`src/rtl/serial_unpacker.sv`:
```
// Byte FIFO feeding a UART transmitter (8N1, LSB first, idle-high line).
// Define SERIAL_UNPACKER_PARITY_EN to insert an even-parity bit (8E1 framing).
module serial_unpacker #(
  parameter int CLK_RATE   = 84_000_000,
  parameter int BAUD       = 31_250,
  parameter int FIFO_DEPTH = 16
) (
  input  logic                          clk_sys,
  input  logic                          reset,
  input  logic [7:0]                    data_in,
  input  logic                          strobe_in,
  output logic                          serial_out,
  output logic                          busy,
  output logic [$clog2(FIFO_DEPTH):0]   fifo_count,
  output logic                          overflow
);

  localparam int DIV = CLK_RATE / BAUD;
  localparam int BW  = (DIV > 1) ? $clog2(DIV) : 1;
  localparam int PW  = $clog2(FIFO_DEPTH);
  localparam int CW  = PW + 1;

`ifdef SERIAL_UNPACKER_PARITY_EN
  typedef enum logic [2:0] {S_IDLE, S_START, S_DATA, S_PARITY, S_STOP} state_t;
`else
  typedef enum logic [1:0] {S_IDLE, S_START, S_DATA, S_STOP} state_t;
`endif

  state_t          state_q, state_d;
  logic [7:0]      sh_q, sh_d;
  logic [2:0]      bit_q, bit_d;
  logic [BW-1:0]   baud_q, baud_d;
  logic [PW-1:0]   rd_q, rd_d, wr_q, wr_d;
  logic [CW-1:0]   cnt_q, cnt_d;
  logic            ser_q, ser_d;
  logic            ovf_q, ovf_d;
`ifdef SERIAL_UNPACKER_PARITY_EN
  logic            par_q, par_d;
`endif
  logic [7:0]      mem_q [FIFO_DEPTH];

  logic baud_end, full, empty, pop, wr_en;

  always_ff @(posedge clk_sys) begin
    if (reset) begin
      state_q <= S_IDLE;
      sh_q    <= '0;
      bit_q   <= '0;
      baud_q  <= '0;
      rd_q    <= '0;
      wr_q    <= '0;
      cnt_q   <= '0;
      ser_q   <= 1'b1;
      ovf_q   <= 1'b0;
`ifdef SERIAL_UNPACKER_PARITY_EN
      par_q   <= 1'b0;
`endif
    end else begin
      state_q <= state_d;
      sh_q    <= sh_d;
      bit_q   <= bit_d;
      baud_q  <= baud_d;
      rd_q    <= rd_d;
      wr_q    <= wr_d;
      cnt_q   <= cnt_d;
      ser_q   <= ser_d;
      ovf_q   <= ovf_d;
`ifdef SERIAL_UNPACKER_PARITY_EN
      par_q   <= par_d;
`endif
    end
  end

  always_ff @(posedge clk_sys) begin
    if (wr_en) mem_q[wr_q] <= data_in;
  end

  always_comb begin
    state_d  = state_q;
    sh_d     = sh_q;
    bit_d    = bit_q;
    baud_d   = baud_q;
    rd_d     = rd_q;
    wr_d     = wr_q;
    cnt_d    = cnt_q;
    ser_d    = ser_q;
    ovf_d    = ovf_q;
`ifdef SERIAL_UNPACKER_PARITY_EN
    par_d    = par_q;
`endif
    pop      = 1'b0;
    baud_end = (baud_q == BW'(DIV - 1));
    full     = (cnt_q == CW'(FIFO_DEPTH));
    empty    = (cnt_q == '0);

    if (state_q != S_IDLE) baud_d = baud_end ? '0 : baud_q + 1'b1;

    case (state_q)
      S_IDLE: begin
        ser_d = 1'b1;
        if (!empty) pop = 1'b1;
      end
      S_START: if (baud_end) begin
        ser_d   = sh_q[0];
        bit_d   = 3'd0;
        state_d = S_DATA;
      end
      S_DATA: if (baud_end) begin
        if (bit_q == 3'd7) begin
`ifdef SERIAL_UNPACKER_PARITY_EN
          ser_d   = par_q;
          state_d = S_PARITY;
`else
          ser_d   = 1'b1;
          state_d = S_STOP;
`endif
        end else begin
          bit_d = bit_q + 3'd1;
          sh_d  = sh_q >> 1;
          ser_d = sh_q[1];
        end
      end
`ifdef SERIAL_UNPACKER_PARITY_EN
      S_PARITY: if (baud_end) begin
        ser_d   = 1'b1;
        state_d = S_STOP;
      end
`endif
      S_STOP: if (baud_end) begin
        // Popping at the stop boundary keeps queued frames back-to-back.
        if (!empty) pop = 1'b1;
        else        state_d = S_IDLE;
      end
      default: state_d = S_IDLE;
    endcase

    if (pop) begin
      sh_d    = mem_q[rd_q];
`ifdef SERIAL_UNPACKER_PARITY_EN
      par_d   = ^mem_q[rd_q];
`endif
      ser_d   = 1'b0;
      bit_d   = 3'd0;
      baud_d  = '0;
      rd_d    = rd_q + 1'b1;
      state_d = S_START;
    end

    // A write into a full FIFO is still accepted when a pop frees a slot.
    wr_en = strobe_in && !reset && (!full || pop);
    if (wr_en) wr_d = wr_q + 1'b1;
    if (strobe_in && full && !pop) ovf_d = 1'b1;

    case ({wr_en, pop})
      2'b10:   cnt_d = cnt_q + 1'b1;
      2'b01:   cnt_d = cnt_q - 1'b1;
      default: cnt_d = cnt_q;
    endcase
  end

  assign serial_out = ser_q;
  assign busy       = (state_q != S_IDLE) || (cnt_q != '0);
  assign fifo_count = cnt_q;
  assign overflow   = ovf_q;

endmodule

```
`config.mk`:
```
export PLATFORM = sky130hd
export DESIGN_NAME = serial_unpacker
export DESIGN_NICKNAME = d
export VERILOG_FILES = /design/src/rtl/serial_unpacker.sv
export SDC_FILE = /design/constraint.sdc
export NUM_CORES = 1
export LEC_CHECK = 0
export CAP_MARGIN = 5
export CORE_MARGIN = 1.5
export CORE_UTILIZATION = 35
export DETAILED_ROUTE_END_ITERATION = 8
export PLACE_DENSITY = 0.56
export SLEW_MARGIN = 40
export SYNTH_ARGS = -nofsm -noshare
export SYNTH_HDL_FRONTEND = slang
export SYNTH_SLANG_ARGS = --single-unit
export TNS_END_PERCENT = 10
```
`constraint.sdc`:
```
create_clock -name clk_sys -period 7.6 [get_ports clk_sys]
set_clock_uncertainty 0.05 [all_clocks]
set_input_delay 1.52 -clock clk_sys [delete_from_list [all_inputs] [get_ports clk_sys]]
set_output_delay 1.52 -clock clk_sys [all_outputs]
set_load 0.005 [all_outputs]
```
# Word-level counts from Yosys, hierarchy flattened
# Memories as Yosys holds them, arrays and structs flattened. A register that Yosys moved wholly into a read port is not among the register bits.
# Cells that the tools add are included.
[totals]
regBits = 40
latchBits = 0
mem_bits_rw = 128
mem_bits_ro = 0
out_inout_bits = 8
mem_count = 1
[memory_table]
columns = ["name", "words", "width", "read_ports", "rd_ports_with_merged_regs", "write_ports", "line_no", "text"]
rows = [
  ["mem_q", 16, 8, 1, 1, 1, "40", "logic [7:0] mem_q [FIFO_DEPTH];"],
]
[op_classes]
addsub = 6
multipliers = 0
div_mod_pow = 0
magnitude_cmp = 0
eq_ne = 20
shifts = 0
n_mux = 29
n_bitwise = 0
reduce_logical = 26
[ops]
columns = ["operator", "count"]
rows = [
  ["two-way mux 8 bit", 4],
  ["inequality test 3 bit (second input constant)", 5],
  ["inequality test 2 bit (second input constant)", 7],
  ["adder 12 x 1 -> 12 bit (second input constant)", 1],
  ["== test 12 bit (second input constant)", 1],
  ["two-way mux 12 bit", 1],
  ["AND reduction 6 bit", 2],
  ["two-way mux 2 bit", 5],
  ["one-hot mux 5 bit (2 select lines)", 1],
  ["nonzero test 2 bit", 5],
  ["two-way mux 1 bit", 9],
  ["two-way mux 3 bit", 3],
  ["adder 4 x 1 -> 4 bit (second input constant)", 2],
  ["two-way mux 4 bit", 2],
  ["nonzero test 4 bit", 2],
  ["== test 2 bit (second input constant)", 3],
  ["one-hot mux 2 bit (3 select lines)", 1],
  ["one-hot mux 3 bit (2 select lines)", 1],
  ["AND reduction 3 bit", 2],
  ["adder 5 x 1 -> 5 bit (second input constant)", 1],
  ["== test 5 bit (second input constant)", 1],
  ["zero test 5 bit", 1],
  ["nonzero test 5 bit", 1],
  ["subtractor 5 x 1 -> 5 bit (second input constant)", 1],
  ["other kinds (12)", 19],
]

# Depth between registers and ports, before layout
[depth]
ltp_word = 8
ltp_mapped = 14
ltp_nobuf = 12

# Least setup slack after synthesis
# No wires, ideal clock.
[synth_path]
kind = "in2reg"
start = "input reset"
end = "memory mem_q[8][0], enable pin"
setup_ns = 0.398
t_arrival_ns = 3.044
setup_slack_ns = 4.108
path_stages = 4
n_path_buf = 1
cell_sequence = "clkbuf_1 > nor2_1 > nand2_1 > nor4b_1"
[synth_between]
elab_chain_len = 5
[synth_lines]
columns = ["element", "line_no", "text"]
rows = [
  ["start, declared", "9", "input logic reset,"],
  ["zero test 1 bit", "150", "wr_en = strobe_in && !reset && (!full || pop);"],
  ["logical AND 1 bit (2 in series)", "150", ""],
  ["two-way mux 1 bit", "75", "if (wr_en) mem_q[wr_q] <= data_in;"],
  ["two-way mux 1 bit (not written as such)", "75", ""],
  ["end, declared", "40", ""],
]
# Every way passes these cells.

# Final worst setup path
[layout_path]
start = "register baud_q[0]"
end = "register cnt_q[4], in the netlist fifo_count[4]"
[layout_between]
elab_chain_len = 7
[layout_lines]
columns = ["element", "line_no", "text"]
rows = [
  ["start, declared", "32", "logic [BW-1:0] baud_q, baud_d;"],
  ["start signal, assigned", "62", "baud_q <= baud_d;"],
  ["== test 12 bit (*)", "92", "baud_end = (baud_q == BW'(DIV - 1));"],
  ["two-way mux 1 bit (*)", "129", "S_STOP: if (baud_end) begin"],
  ["one-hot mux 1 bit (2 select lines) (*)", "98", "case (state_q)"],
  ["logical OR 1 bit", "150", ""],
  ["logical AND 1 bit", "150", ""],
  ["== test 2 x 1 -> 1 bit or == test 2 bit (tied branches)", "154", "case ({wr_en, pop})"],
  ["one-hot mux 5 bit (2 select lines) or nonzero test 2 bit (tied branches)", "--", ""],
  ["end signal, assigned", "65", "cnt_q <= cnt_d;"],
  ["end, declared", "34", "logic [CW-1:0] cnt_q, cnt_d;"],
]
# Every way passes the cells marked *; elsewhere a longest branch is shown, timed or not.
# A chain may end at the register's enable or synchronous reset.

==> reports/qor.csv <==
stage,metric,value,unit
placed_design,hpwlAfterDp,9560,um
finish,design_area,8490,um2
worst_hold_path,min_from,bit_q[2],
synth,yosys-top-cells-area,"edfxtp_1 53%, dfxtp_1 12%, mux4_2 9.9%, ha_1 2.9%, a22oi_1 1.6%",
finish,fin_nets,525,
clocking,cts-resized-gates,0,
routing,drc,0,
timing,post-route-period-util,0.516,
global_routing,grt_max_degree,33,
routing,viasPerCell,5.13,
synth,synth_edf_count,128,
timing,finalSetupViolCount,0,
finish,nFillCells,1827,
worst_setup_path,cp_data_required_time,7920,ps
floorplanning,die_h,147,um
synth,yosysSeqAreaShare,0.649,
status,outcome,"complete, no violations",
synth,synth_area_per_cell,15.5,um2
worst_setup_path,crit_type,reg -> reg,
timing,finalHoldViolCount,0,
power,p_leak,2.72,nW
clocking,hold_buffers,0,
routing,finalWirelength,14600,um
floorplanning,start_util,0.359,
floorplanning,die_x,147,um
global_routing,grt_use_total,0.143,
floorplanning,boundaryPins,19,
clocking,clock_path_buffers,2,
synth,ys_ff_latch,172,
timing,worst_pin_slew,782,ps
finish,drive_above_1_share,0.187,
placed_design,dpl_cell_area,7880,um2
finish,diodes,0,
placed_design,portBuffers,18,
timing,rsz0062_at_grt,no,
floorplanning,row_count,52,
routing,drtIter0Drc,290,
power,peakVddDrop,0.155,mV
worst_setup_path,path_max_fanout,22,
timing,tns,0,ps
synth,synth_top_area_share,0.528,
synth,synthesis.nets,500,
synth,synth_cells,471,
clocking,path_clk_slew,70,ps
synth,synth_top_area_cell,edfxtp_1,
timing,fmax,0.255,GHz
synth,synth_warnings,0,
worst_setup_path,cp_data_arrival_time,4240,ps
worst_setup_path,cp-startpoint,baud_q[0],
synth,synth_ff_type,edfxtp_1,
flow_run,maxCapViolations,0,
clocking,cts_sinks,172,
synth,synth.distinct_cells,59,
worst_hold_path,hold_class,reg -> reg,
finish,mostFrequentLayoutCell,edfxtp_1,
global_routing,grt_pass1_vias,4105,
placed_design,gp_congestion,0.765,
clocking,cts_setup_buffers,0,
clocking,cts_tree,built,
synth,synthArstFlopShare,0,
power,power_density,316,nW/um2
floorplanning,coreArea,20300,um2
worst_setup_path,start_kind,register,
routing,vias,3993,
timing,maxSlewHeadroom,0.478,
global_routing,grt_pass1_wl,23300,um
global_routing,antenna_found_initial,0,
clocking,numCtsBuffers,17,
floorplanning,dieArea,21700,um2
clocking,clk_latency,430,ps
timing,fin_crit,3920,ps
finish,syn_to_final_growth,16.6,%
synth,syn_area,7280,um2
worst_setup_path,endpoint_kind,register,
worst_hold_path,hold_depth,2,
clocking,htree_levels,4,
routing,wl_per_cell,18.7,um
worst_setup_path,rr_worst_depth,11,
timing,finalMaxSlewViolations,0,
routing,ant_nets,0,
clocking,cts_root_buf,clkbuf_16,
global_routing,grt_overflow_total,0,
worst_setup_path,r2r_start,baud_q[0],
timing,holdWs,423,ps
finish,final_cell_mix,"128 x edfxtp_1, 43 x dfxtp_1, 32 x mux4_2",
routing,first_pass_iters,4,
==> report_power, final <==
group | internal [mW] | leakage [nW] | switching, mW
combinational | 0.298 | 0.922 | 0.398
sequential | 1.07 | 1.51 | 0.0483
clock | 0.492 | 0.288 | 0.373
total | 1.86 | 2.72 | 0.819
==> stage by stage <==
step | total power [mW] | utilization | std cells | setup slack [ps]
5_1_grt | 2.82 | 0.418 | 778 | 3300
6_report | 2.68 | 0.418 | 778 | 3680
4_1_cts | 2.70 | 0.417 | 777 | 3590
3_3_place_gp | 1.81 | 0.383 | 743 | 3330
3_5_place_dp | 1.83 | 0.388 | 746 | 3410
2_1_floorplan | 1.64 | - | 471 | 4110
==> sequential cells by signal, indices dropped and copies added (netlist names), named ones only <==
signal and count:
baud_q 12, bit_q 3, fifo_count 5, mem_q 128, overflow 1, rd_q 4
serial_out 1, sh_q 8, state_q 2, wr_q 4
==> Yosys cell counts, types with 8 or more instances <==
master      n
edfxtp_1  128
dfxtp_1    44
mux4_2     32
nor2_1     28
nand2_1    27
a21oi_1    17
ha_1       17
a22oi_1    16
clkbuf_1   11
o21ai_0    11
nand3_1     9
xor2_1      9
buf_2       8
inv_1       8
mux2i_1     8
nor3_1      8
==> cell families after synthesis <==
group	after synthesis	synth area share
xor gates and xnor gates	16	0.0192
and+or+nand+nor	124	0.0993
muxes	40	0.110
adders and majority gates	18	0.0320
DFF	172	0.649
buffers and inverters	31	0.0189
AOI/OAI and AO/OA	70	0.0717
==> worst max-delay path, stage by stage, from the launching register on <==
cell     delay, ps
dfxtp_1        370
ha_1           270
nand4_4        160
o41ai_4        720
nand2_1        630
nor2_1         460
ha_1           340
a21o_1         190
a21oi_1        190
nand4_1        140
a21o_1         200
a21oi_1        130
==> layout make-up <==
cell class | instances | area [um2] | share of cell area
Sequential cell | 172 | 4730 | 0.557
Clock inverter | 13 | 156 | 0.0184
Multi-Input combinational cell | 268 | 2550 | 0.300
Clock buffer | 18 | 429 | 0.0506
Tap cell | 270 | 338 | 0.0398
Inverter | 8 | 30.0 | 0.00354
Timing Repair Buffer | 29 | 260 | 0.0307
==> path summary, 6_finish.rpt <==
| check | slack [ps] | end |
|---|---|---|
| worst max-delay path | 3680 | fifo_count[4] |
| worst max register to register | 3680 | fifo_count[4] |
| worst min-delay path | 420 | bit_q[2] |
| worst min register to register | 420 | bit_q[2] |
==> routing by layer <==
metal / routed length (um) / up-vias / global-route usage
li1: - / 1900 / -
met1: 6920 / 2000 / 0.199
met2: 6710 / 82 / 0.218
met3: 797 / 11 / 0.0413
met4: 138 / 0 / 0.0405
met5: 0 / - / 0
No activity file was read; power rests on OpenSTA's default activity.
